$ cat src/rtl/shifter_arb_pkg.sv
// Shared types and helpers for the shifter arbiter.
package shifter_arb_pkg;

    typedef enum logic [1:0] {
        IDLE  = 2'd0,
        SHIFT = 2'd1,
        RESP  = 2'd2
    } arb_state_e;

    // Index width that never collapses to zero bits for a single requester.
    function automatic int unsigned clog2_min1(input int unsigned n);
        return (n > 1) ? int'($clog2(n)) : 1;
    endfunction

endpackage

$ cat src/rtl/barrel_shifter.sv
// Combinational left barrel shifter, zero-fill, with a widened result.
module barrel_shifter #(
    parameter int unsigned InputDataWidth  = 11,
    parameter int unsigned OutputDataWidth = 22,
    parameter int unsigned MaxShift        = 11,
    localparam int unsigned ShiftW         = $clog2(MaxShift + 1)
) (
    input  logic [InputDataWidth-1:0]  data_i,
    input  logic [ShiftW-1:0]          shift_i,
    output logic [OutputDataWidth-1:0] data_o
);

    // Widen before shifting so no operand bits fall off the top.
    always_comb begin
        data_o = OutputDataWidth'(data_i) << shift_i;
    end

endmodule

$ cat src/rtl/shifter_arbiter.sv
// Round-robin arbiter sharing one barrel shifter between NumReq requesters,
// with a registered, id-tagged response and clamping of oversize shifts.
module shifter_arbiter
    import shifter_arb_pkg::*;
#(
    parameter int unsigned InputDataWidth  = 11,
    parameter int unsigned OutputDataWidth = 22,
    parameter int unsigned MaxShift        = 11,
    parameter int unsigned NumReq          = 2,
    localparam int unsigned ShiftW         = $clog2(MaxShift + 1),
    localparam int unsigned IdW            = clog2_min1(NumReq)
) (
    input  logic                             clk_i,
    input  logic                             rst_i,
    input  logic [NumReq-1:0]                req_valid_i,
    output logic [NumReq-1:0]                req_ready_o,
    input  logic [NumReq*InputDataWidth-1:0] req_data_i,
    input  logic [NumReq*ShiftW-1:0]         req_shift_i,
    output logic                             rsp_valid_o,
    input  logic                             rsp_ready_i,
    output logic [OutputDataWidth-1:0]       rsp_data_o,
    output logic [IdW-1:0]                   rsp_id_o,
    output logic                             rsp_clamp_o
);

    localparam logic [ShiftW-1:0] MaxShiftW = ShiftW'(MaxShift);
    localparam logic [IdW-1:0]    LastId    = IdW'(NumReq - 1);

    arb_state_e                 state_q, state_d;
    logic [IdW-1:0]             rr_ptr_q, rr_ptr_d;
    logic [InputDataWidth-1:0]  data_q, data_d;
    logic [ShiftW-1:0]          shift_q, shift_d;
    logic                       clamp_q, clamp_d;
    logic [IdW-1:0]             id_q, id_d;
    logic                       rsp_valid_q, rsp_valid_d;
    logic [OutputDataWidth-1:0] rsp_data_q, rsp_data_d;
    logic [IdW-1:0]             rsp_id_q, rsp_id_d;
    logic                       rsp_clamp_q, rsp_clamp_d;

    logic                       grant_valid;
    logic [IdW-1:0]             grant_id;
    int unsigned                cand;
    logic [InputDataWidth-1:0]  req_data_sel;
    logic [ShiftW-1:0]          req_shift_sel;
    logic                       req_clamp;
    logic [OutputDataWidth-1:0] shifted;

    // Round-robin pick: first valid requester at or after rr_ptr, wrapping.
    always_comb begin
        grant_valid = 1'b0;
        grant_id    = '0;
        cand        = 0;
        for (int unsigned i = 0; i < NumReq; i++) begin
            cand = (32'(rr_ptr_q) + i) % NumReq;
            if (!grant_valid && req_valid_i[IdW'(cand)]) begin
                grant_valid = 1'b1;
                grant_id    = IdW'(cand);
            end
        end
    end

    // Operand of the current winner and its clamp decision.
    always_comb begin
        req_data_sel  = req_data_i[grant_id*InputDataWidth +: InputDataWidth];
        req_shift_sel = req_shift_i[grant_id*ShiftW +: ShiftW];
        req_clamp     = req_shift_sel > MaxShiftW;
    end

    // Shifter sees only the latched operand, never the live request ports.
    barrel_shifter #(
        .InputDataWidth (InputDataWidth),
        .OutputDataWidth(OutputDataWidth),
        .MaxShift       (MaxShift)
    ) u_barrel_shifter (
        .data_i (data_q),
        .shift_i(shift_q),
        .data_o (shifted)
    );

    // FSM next-state, operand capture, response staging and request accept.
    always_comb begin
        state_d     = state_q;
        rr_ptr_d    = rr_ptr_q;
        data_d      = data_q;
        shift_d     = shift_q;
        clamp_d     = clamp_q;
        id_d        = id_q;
        rsp_valid_d = rsp_valid_q;
        rsp_data_d  = rsp_data_q;
        rsp_id_d    = rsp_id_q;
        rsp_clamp_d = rsp_clamp_q;
        req_ready_o = '0;

        unique case (state_q)
            IDLE: begin
                if (grant_valid && !rst_i) begin
                    req_ready_o[grant_id] = 1'b1;
                    data_d   = req_data_sel;
                    shift_d  = req_clamp ? MaxShiftW : req_shift_sel;
                    clamp_d  = req_clamp;
                    id_d     = grant_id;
                    rr_ptr_d = (grant_id == LastId) ? '0 : grant_id + IdW'(1);
                    state_d  = SHIFT;
                end
            end
            SHIFT: begin
                rsp_data_d  = shifted;
                rsp_id_d    = id_q;
                rsp_clamp_d = clamp_q;
                rsp_valid_d = 1'b1;
                state_d     = RESP;
            end
            RESP: begin
                if (rsp_valid_q && rsp_ready_i) begin
                    rsp_valid_d = 1'b0;
                    state_d     = IDLE;
                end
            end
            default: begin
                state_d = IDLE;
            end
        endcase
    end

    // State registers with synchronous reset; reset drops any in-flight request.
    always_ff @(posedge clk_i) begin
        if (rst_i) begin
            state_q     <= IDLE;
            rr_ptr_q    <= '0;
            data_q      <= '0;
            shift_q     <= '0;
            clamp_q     <= 1'b0;
            id_q        <= '0;
            rsp_valid_q <= 1'b0;
            rsp_data_q  <= '0;
            rsp_id_q    <= '0;
            rsp_clamp_q <= 1'b0;
        end else begin
            state_q     <= state_d;
            rr_ptr_q    <= rr_ptr_d;
            data_q      <= data_d;
            shift_q     <= shift_d;
            clamp_q     <= clamp_d;
            id_q        <= id_d;
            rsp_valid_q <= rsp_valid_d;
            rsp_data_q  <= rsp_data_d;
            rsp_id_q    <= rsp_id_d;
            rsp_clamp_q <= rsp_clamp_d;
        end
    end

    assign rsp_valid_o = rsp_valid_q;
    assign rsp_data_o  = rsp_data_q;
    assign rsp_id_o    = rsp_id_q;
    assign rsp_clamp_o = rsp_clamp_q;

endmodule

$ cat config.mk
export PLATFORM = sky130hd
export DESIGN_NAME = shifter_arbiter
export DESIGN_NICKNAME = d
export VERILOG_FILES = /design/src/rtl/shifter_arb_pkg.sv /design/src/rtl/barrel_shifter.sv /design/src/rtl/shifter_arbiter.sv
export SDC_FILE = /design/constraint.sdc
export NUM_CORES = 1
export LEC_CHECK = 0
export BUFFER_PORTS_ARGS = -buffer_cell sky130_fd_sc_hd__buf_4
export CORE_MARGIN = 5
export CORE_UTILIZATION = 47
export DETAILED_ROUTE_END_ITERATION = 8
export HOLD_SLACK_MARGIN = 0.03
export PLACE_DENSITY_LB_ADDON = 0.12
export SYNTH_ARGS = -nofsm -noshare
export SYNTH_HDL_FRONTEND = slang
export SYNTH_SLANG_ARGS = --single-unit
export TNS_END_PERCENT = 1
$ cat constraint.sdc
create_clock -name clk_i -period 1.6 [get_ports clk_i]
set_clock_uncertainty 0.15 [all_clocks]
set_input_delay 0.24 -clock clk_i [delete_from_list [all_inputs] [get_ports clk_i]]
set_output_delay 0.24 -clock clk_i [all_outputs]
set_load 0.02 [all_outputs]
==> results of run 1 <==
-- worst min-delay path by stage --
stage | start | to | slack (ns) | depth (start not counted)
global placement | rsp_data_o[20] | rsp_data_o[20] | 0.29 | 2
global route | req_shift_i[4] | shift_q[0] | 0.05 | 3
CTS | req_shift_i[4] | shift_q[0] | 0.04 | 3
floorplan | req_data_i[21] | data_q[10] | 0.25 | 2
finish | req_shift_i[4] | shift_q[0] | 0.05 | 3
detailed placement | rsp_data_o[20] | rsp_data_o[20] | 0.30 | 2
-- final cells by class --
class / count / area share [%]
multi-input cells: 204 / 41.7
flip-flops and latches: 45 / 26.8
repair buffers: 109 / 25.2
well taps: 67 / 2.47
clock buffers: 5 / 2.03
clock inverters: 3 / 1.36
inverters: 3 / 0.479
-- cell families (layout without fill, tap and decap cells) --
group / count (synthesis) / in the layout / share of synthesized area [%]
and+or+nand+nor: 119 / 119 / 23.5
muxes: 20 / 20 / 10.8
AOI/OAI and AO/OA: 65 / 65 / 21.2
buffers and inverters: 25 / 120 / 6.36
DFF: 45 / 45 / 38.2
-- cell usage in the layout (no fill, tap or decap), types with 3 or more instances in the layout --
| cell type | count |
|---|---|
| a21oi_1 | 11 |
| a22oi_1 | 11 |
| a311oi_1 | 12 |
| a311oi_2 | 3 |
| a32oi_1 | 3 |
| and3_1 | 3 |
| buf_4 | 104 |
| buf_6 | 3 |
| clkbuf_8 | 5 |
| dfxtp_1 | 41 |
| dfxtp_2 | 3 |
| mux2i_1 | 7 |
| mux2i_2 | 4 |
| mux4_2 | 4 |
| nand2_1 | 47 |
| nand2b_1 | 5 |
| nand3b_1 | 7 |
| nor2_1 | 32 |
| nor2b_1 | 3 |
| nor3_1 | 4 |
| o221ai_1 | 3 |
| o22ai_1 | 5 |
-- where the power goes --
| part | total [uW] | internal, uW | switching, uW |
|---|---|---|---|
| clock | 865 | 467 | 397 |
| sequential | 1270 | 1200 | 73.8 |
| combinational | 925 | 464 | 460 |
-- flip-flops by register name, indices dropped and copies added, names as in the netlist --
signal,count
rsp_data_o,22
data_q,11
shift_q,4
state_q,2
clamp_q,1
id_q,1
rr_ptr_q,1
rsp_clamp_o,1
rsp_id_o,1
rsp_valid_o,1
-- worst register-to-register path, cell delays in order, from the launching register on --
cell and delay, ns:
dfxtp_2 0.33, or4_4 0.56, clkinv_4 0.08, nand2_4 0.05, inv_2 0.06, buf_4 0.10, buf_4 0.09, buf_4 0.09
buf_4 0.09, buf_4 0.09, nor3_1 0.04
-- through the flow --
step	instance area, um^2	utilization [%]
after floorplan	2370	-
after global placement	3100	64.8
after detailed placement	3100	64.8
after CTS	3330	69.6
after global routing	3390	70.9
final	3390	70.9
-- metal layers --
| layer | vias up | track usage, % | wire length (um) |
|---|---|---|---|
| met5 | - | 0 | 0 |
| met4 | 0 | 8.28 | 155 |
| met3 | 15 | 5.76 | 447 |
| met2 | 89 | 38.1 | 3310 |
| met1 | 1121 | 26.8 | 2780 |
| li1 | 1195 | - | - |
-- what timing repair did --
item                       4_1_cts  5_1_grt
gates resized for setup         17       21
hold buffers                     0        0
setup buffers                    7        0
pin swaps                       12        9
setup endpoints to repair       37       42
==> impl_metrics.json, run 1 <==
{
  "overflow": 0,
  "crit_type": "reg2out",
  "reg2reg_from": "state_q[1]",
  "core_area_um2": 4790,
  "violations": "setup timing",
  "ioPinCount": 62,
  "dp.cells": 421,
  "final_net_count": 403,
  "ys_ff_latch": 45,
  "synth_top_cell_by_area": "dfxtp_1",
  "yosysTopAreaCellShare_pct": 38.2,
  "p_total_uw": 3060,
  "ys_top_cells_by_count": "48 x nand2_1, 45 x dfxtp_1, 33 x nor2_1, 13 x mux2i_1",
  "endpoint": "req_ready_o[1]",
  "synthDistinctLibCells": 45,
  "cp-start-kind": "flip-flop",
  "grt_pass1_vias": 2458,
  "grt_setup_unrepaired": "true",
  "finalCriticalPeriod_ns": 1.88,
  "ys.flop_type": "dfxtp_1",
  "avgSynthCellArea_um2": 8.61,
  "diodes": 0,
  "drt_iter0_drc": 194,
  "syn_nets": 309,
  "synth_edf_count": 0,
  "setup-tns-final_ns": -3.72,
  "grt_max_degree": 25,
  "cts_root_buffer": "clkbuf_8",
  "postSynth.asyncResetShare_pct": 0,
  "fin_crit_sh_pct": 118,
  "cp_max_fo": 5,
  "critPathTopFamily": "simple AND/OR/NAND/NOR gates",
  "outcome": "finished, violations left",
  "yosys-top-cells-area": "dfxtp_1 38%, nand2_1 7.6%, mux2i_1 5.5%",
  "worst_slack_ns": -0.281,
  "final_cells": 436,
  "startpoint": "state_q[1]",
  "cts_htree_levels": 2,
  "die-height_um": 80.9,
  "detailroute.via_count": 2420,
  "area_delta_synth_final_pct": 43.8,
  "r2r_end": "rr_ptr_q",
  "fmax_ghz": 0.532,
  "worst-path-buf-inv": 3,
  "worstSetupEndpointType": "primary output",
  "drcViolationCount": 0,
  "n_fill_cell": 407,
  "hold-worst-slack_ns": 0.0476,
  "dr.pass1.iters": 4,
  "r2r_slack_ns": -0.24,
  "hpwl_um": 4950,
  "setup_viol": 31,
  "drive_gt1_share_pct": 42.5,
  "clk_latency_ns": 0.30,
  "required_ns": 1.21,
  "reg2regPathDepth": 10,
  "cts_buffers": 5,
  "placementRows": 25,
  "relSlewSlack_pct": 74.4,
  "grt_pass1_wl_um": 11400,
  "cp.arrival_ns": 1.49,
  "slowest_stage": "or4_4",
  "maxCapViolCount": 0,
  "yosysSeqAreaShare_pct": 38.2,
  "clk_pin_slew_ns": 0.09,
  "ant_nets": 0,
  "path_cells": "or4_4 > clkinv_4 > nand2_4 > inv_2 > buf_6",
  "drv_slew": 0,
  "netlist_instances": 274,
  "worst_pin_slew_ns": 0.381,
  "die-width_um": 80.9,
  "wire_per_inst_um": 15.3,
  "gp_congestion": 0.967,
  "dieArea_um2": 6540,
  "yosys_warnings": 0,
  "hp-class": "in2reg",
  "synth.cell_area_um2": 2360,
  "synth.most_common_cell": "nand2_1",
  "cts_buffer_depth": 2,
  "initial_core_util_pct": 49.3,
  "antenna_found_initial": 0,
  "p_per_area_nw_per_um2": 902,
  "io_buffers": 61,
  "wirelength_um": 6690,
  "finalHoldViolCount": 0,
  "groute.usage.overall_pct": 22.3,
  "register_area_um2": 908,
  "leakage_uw": 0.00140,
  "multi_input_area_um2": 1420,
  "pre_cts_slack_ns": -0.202,
  "cts_tree": "built",
  "viasPerCell": 5.55,
  "cp.depth": 5,
  "cpPeakStageDelay_ns": 0.56,
  "clock_sinks": 45,
  "peakVddDrop_mv": 0.606
}
Power figures use the tool's default switching activity.
==> inputs of run 2 (changes only) <==
- CORE_UTILIZATION: 47 -> 48
- SYNTH_HIERARCHICAL: default -> 1
==> impl_metrics.json, run 2 <==
{
  "outcome": "finished, violations left",
  "violations": "setup timing",
  "groute.usage.overall_pct": 21.9,
  "wirelength_um": 6850,
  "final_net_count": 426,
  "postSynth.asyncResetShare_pct": 0,
  "cp.arrival_ns": 1.80,
  "leakage_uw": 0.00134,
  "synth_top_cell_by_area": "dfxtp_1",
  "p_total_uw": 2900,
  "peakVddDrop_mv": 0.564,
  "final_common_cell": "buf_4",
  "cts_buffer_depth": 2,
  "path_cells": "buf_6 > mux4_2 > nand2_2 > o21ai_1 > a22o_1 > nand2_1 > a21oi_1",
  "viasPerCell": 5.49,
  "cpPeakStageDelay_ns": 0.54,
  "relSlewSlack_pct": 70.8,
  "p_per_area_nw_per_um2": 864,
  "synth.cell_area_um2": 2430,
  "reg2reg_from": "shift_q[0]",
  "worstSetupEndpointType": "flip-flop",
  "r2r_end": "rsp_data_o[16]",
  "cp.depth": 7,
  "drcViolationCount": 0,
  "worst-path-buf-inv": 1,
  "cts_buffers": 5,
  "gp_congestion": 0.963,
  "yosys_warnings": 6,
  "ys.flop_type": "dfxtp_1",
  "final_cells": 459,
  "area_delta_synth_final_pct": 38.3,
  "overflow": 0,
  "grt_max_degree": 26,
  "finalHoldViolCount": 0,
  "yosysSeqAreaShare_pct": 37.1,
  "core_area_um2": 4820,
  "die-height_um": 81.1,
  "clock_sinks": 45,
  "grt_pass1_wl_um": 11200,
  "maxCapViolCount": 0,
  "synth_edf_count": 0,
  "initial_core_util_pct": 50.4,
  "cp-start-kind": "flip-flop",
  "synth.most_common_cell": "nand2_1",
  "cts_tree": "built",
  "yosysTopAreaCellShare_pct": 37.1,
  "avgSynthCellArea_um2": 7.83,
  "wire_per_inst_um": 14.9,
  "detailroute.via_count": 2521,
  "cts_root_buffer": "clkbuf_8",
  "clk_latency_ns": 0.30,
  "syn_nets": 345,
  "dieArea_um2": 6580,
  "grt_setup_unrepaired": "true",
  "worst_slack_ns": -0.162,
  "final_cell_mix": "95 x buf_4, 69 x nand2_1, 40 x a21oi_1",
  "die-width_um": 81.1,
  "slowest_stage": "mux4_2",
  "cp_max_fo": 5,
  "reg2regPathDepth": 7,
  "cts_htree_levels": 2,
  "synthDistinctLibCells": 47,
  "diodes": 0,
  "yosys-top-cells-area": "dfxtp_1 37%, nand2_1 11%, a21oi_1 9.3%",
  "ys_ff_latch": 45,
  "drv_slew": 0,
  "endpoint": "rsp_data_o[16]",
  "fin_crit_sh_pct": 110,
  "dp.cells": 445,
  "netlist_instances": 310,
  "ant_nets": 0,
  "grt_pass1_vias": 2405,
  "critPathTopFamily": "multiplexers",
  "crit_type": "reg2reg",
  "ioPinCount": 62,
  "worst_pin_slew_ns": 0.438,
  "ys_top_cells_by_count": "70 x nand2_1, 45 x a21oi_1, 45 x dfxtp_1, 19 x nor2_1, 18 x mux2i_1",
  "finalCriticalPeriod_ns": 1.76,
  "io_buffers": 61,
  "clk_pin_slew_ns": 0.09,
  "startpoint": "shift_q[0]",
  "required_ns": 1.63,
  "drt_iter0_drc": 231,
  "r2r_slack_ns": -0.16,
  "antenna_found_initial": 0,
  "fmax_ghz": 0.568,
  "drive_gt1_share_pct": 36.0,
  "dr.pass1.iters": 5,
  "hp-class": "in2reg",
  "largest_reg_flops": 22,
  "setup_viol": 20,
  "placementRows": 25,
  "hpwl_um": 5030
}
==> run 2: cell count changes after synthesis, moves of 5 or more <==
cell      before  now
o21ai_1        0    7
nand3_1        1    6
mux2i_1       13   18
nand2_1       48   70
a311oi_1      12    2
nor2_1        33   19
a21oi_1       12   45
clkbuf_1       8   13
==> run 2: stage by stage <==
stage | area, um^2 | util (%) | TNS (ns) | worst slack (ns) | hold WS, ns
3_5_place_dp | 3110 | 64.5 | -3.25 | -0.298 | 0.299
5_1_grt | 3360 | 69.7 | -3.23 | -0.232 | 0.0364
3_3_place_gp | 3110 | 64.5 | -2.53 | -0.257 | 0.293
4_1_cts | 3280 | 68.2 | -1.30 | -0.120 | 0.0314
2_1_floorplan | 2440 | - | -0.184 | -0.0347 | 0.236
6_report | 3360 | 69.7 | -1.45 | -0.162 | 0.0308
==> run 2: worst register-to-register path: cells and delay by family, from the launching register on <==
| kind | cells | cell delay, ns |
|---|---|---|
| AND/OR/NAND/NOR | 2 | 0.16 |
| buffers and inverters | 1 | 0.10 |
| AO/OA/AOI/OAI | 3 | 0.30 |
| multiplexers | 1 | 0.54 |
| flip-flops | 1 | 0.39 |
==> run 2: cell families after synthesis <==
kind of cell | count (synthesis) | share of synthesized area, %
buf+inv | 33 | 7.06
compound gates | 85 | 21.9
simple gates | 123 | 22.8
flops | 45 | 37.1
mux | 24 | 11.1
==> run 2: repair_timing <==
action                     in CTS  in global routing
resized for setup              16                 18
setup endpoints to repair      28                 33
setup buffers                   2                  2
hold endpoints to repair        2                  0
hold buffers                    2                  0
pin swaps                       3                  3
==> run 2: how the worst min path moves through the flow <==
stage | start | endpoint | cells after the start
after floorplan | req_data_i[10] | data_q[10] | 2
after global routing | req_data_i[20] | data_q[9] | 3
after global placement | rsp_data_o[16] | rsp_data_o[16] | 2
final | req_data_i[8] | data_q[8] | 3
after detailed placement | rsp_clamp_o | rsp_clamp_o | 2
after CTS | req_data_i[8] | data_q[8] | 3
==> run 2: report_power, final <==
part / leakage, uW / internal (uW) / switching, uW / total, uW
sequential: 0.000369 / 1190 / 82.7 / 1280
combinational: 0.000935 / 462 / 476 / 938
clock: 0.0000385 / 309 / 376 / 686
total: 0.00134 / 1970 / 935 / 2900
==> run 2: routing by layer <==
layer	vias to the layer above	share of wire (%)	GRT usage, %
met1	1172	42	26.2
li1	1256	-	-
met5	-	0	0
met2	78	50	37.8
met3	15	5.5	3.88
met4	0	2.6	10.3
==> run 2: layout make-up <==
cell class,instances,area (um^2)
fill,428,1460
multi-input combinational,232,1450
sequential,45,913
timing repair buffer,102,811
tap,67,83.8
clock buffer,7,76.3
inverter,5,18.8
clock inverter,1,7.51
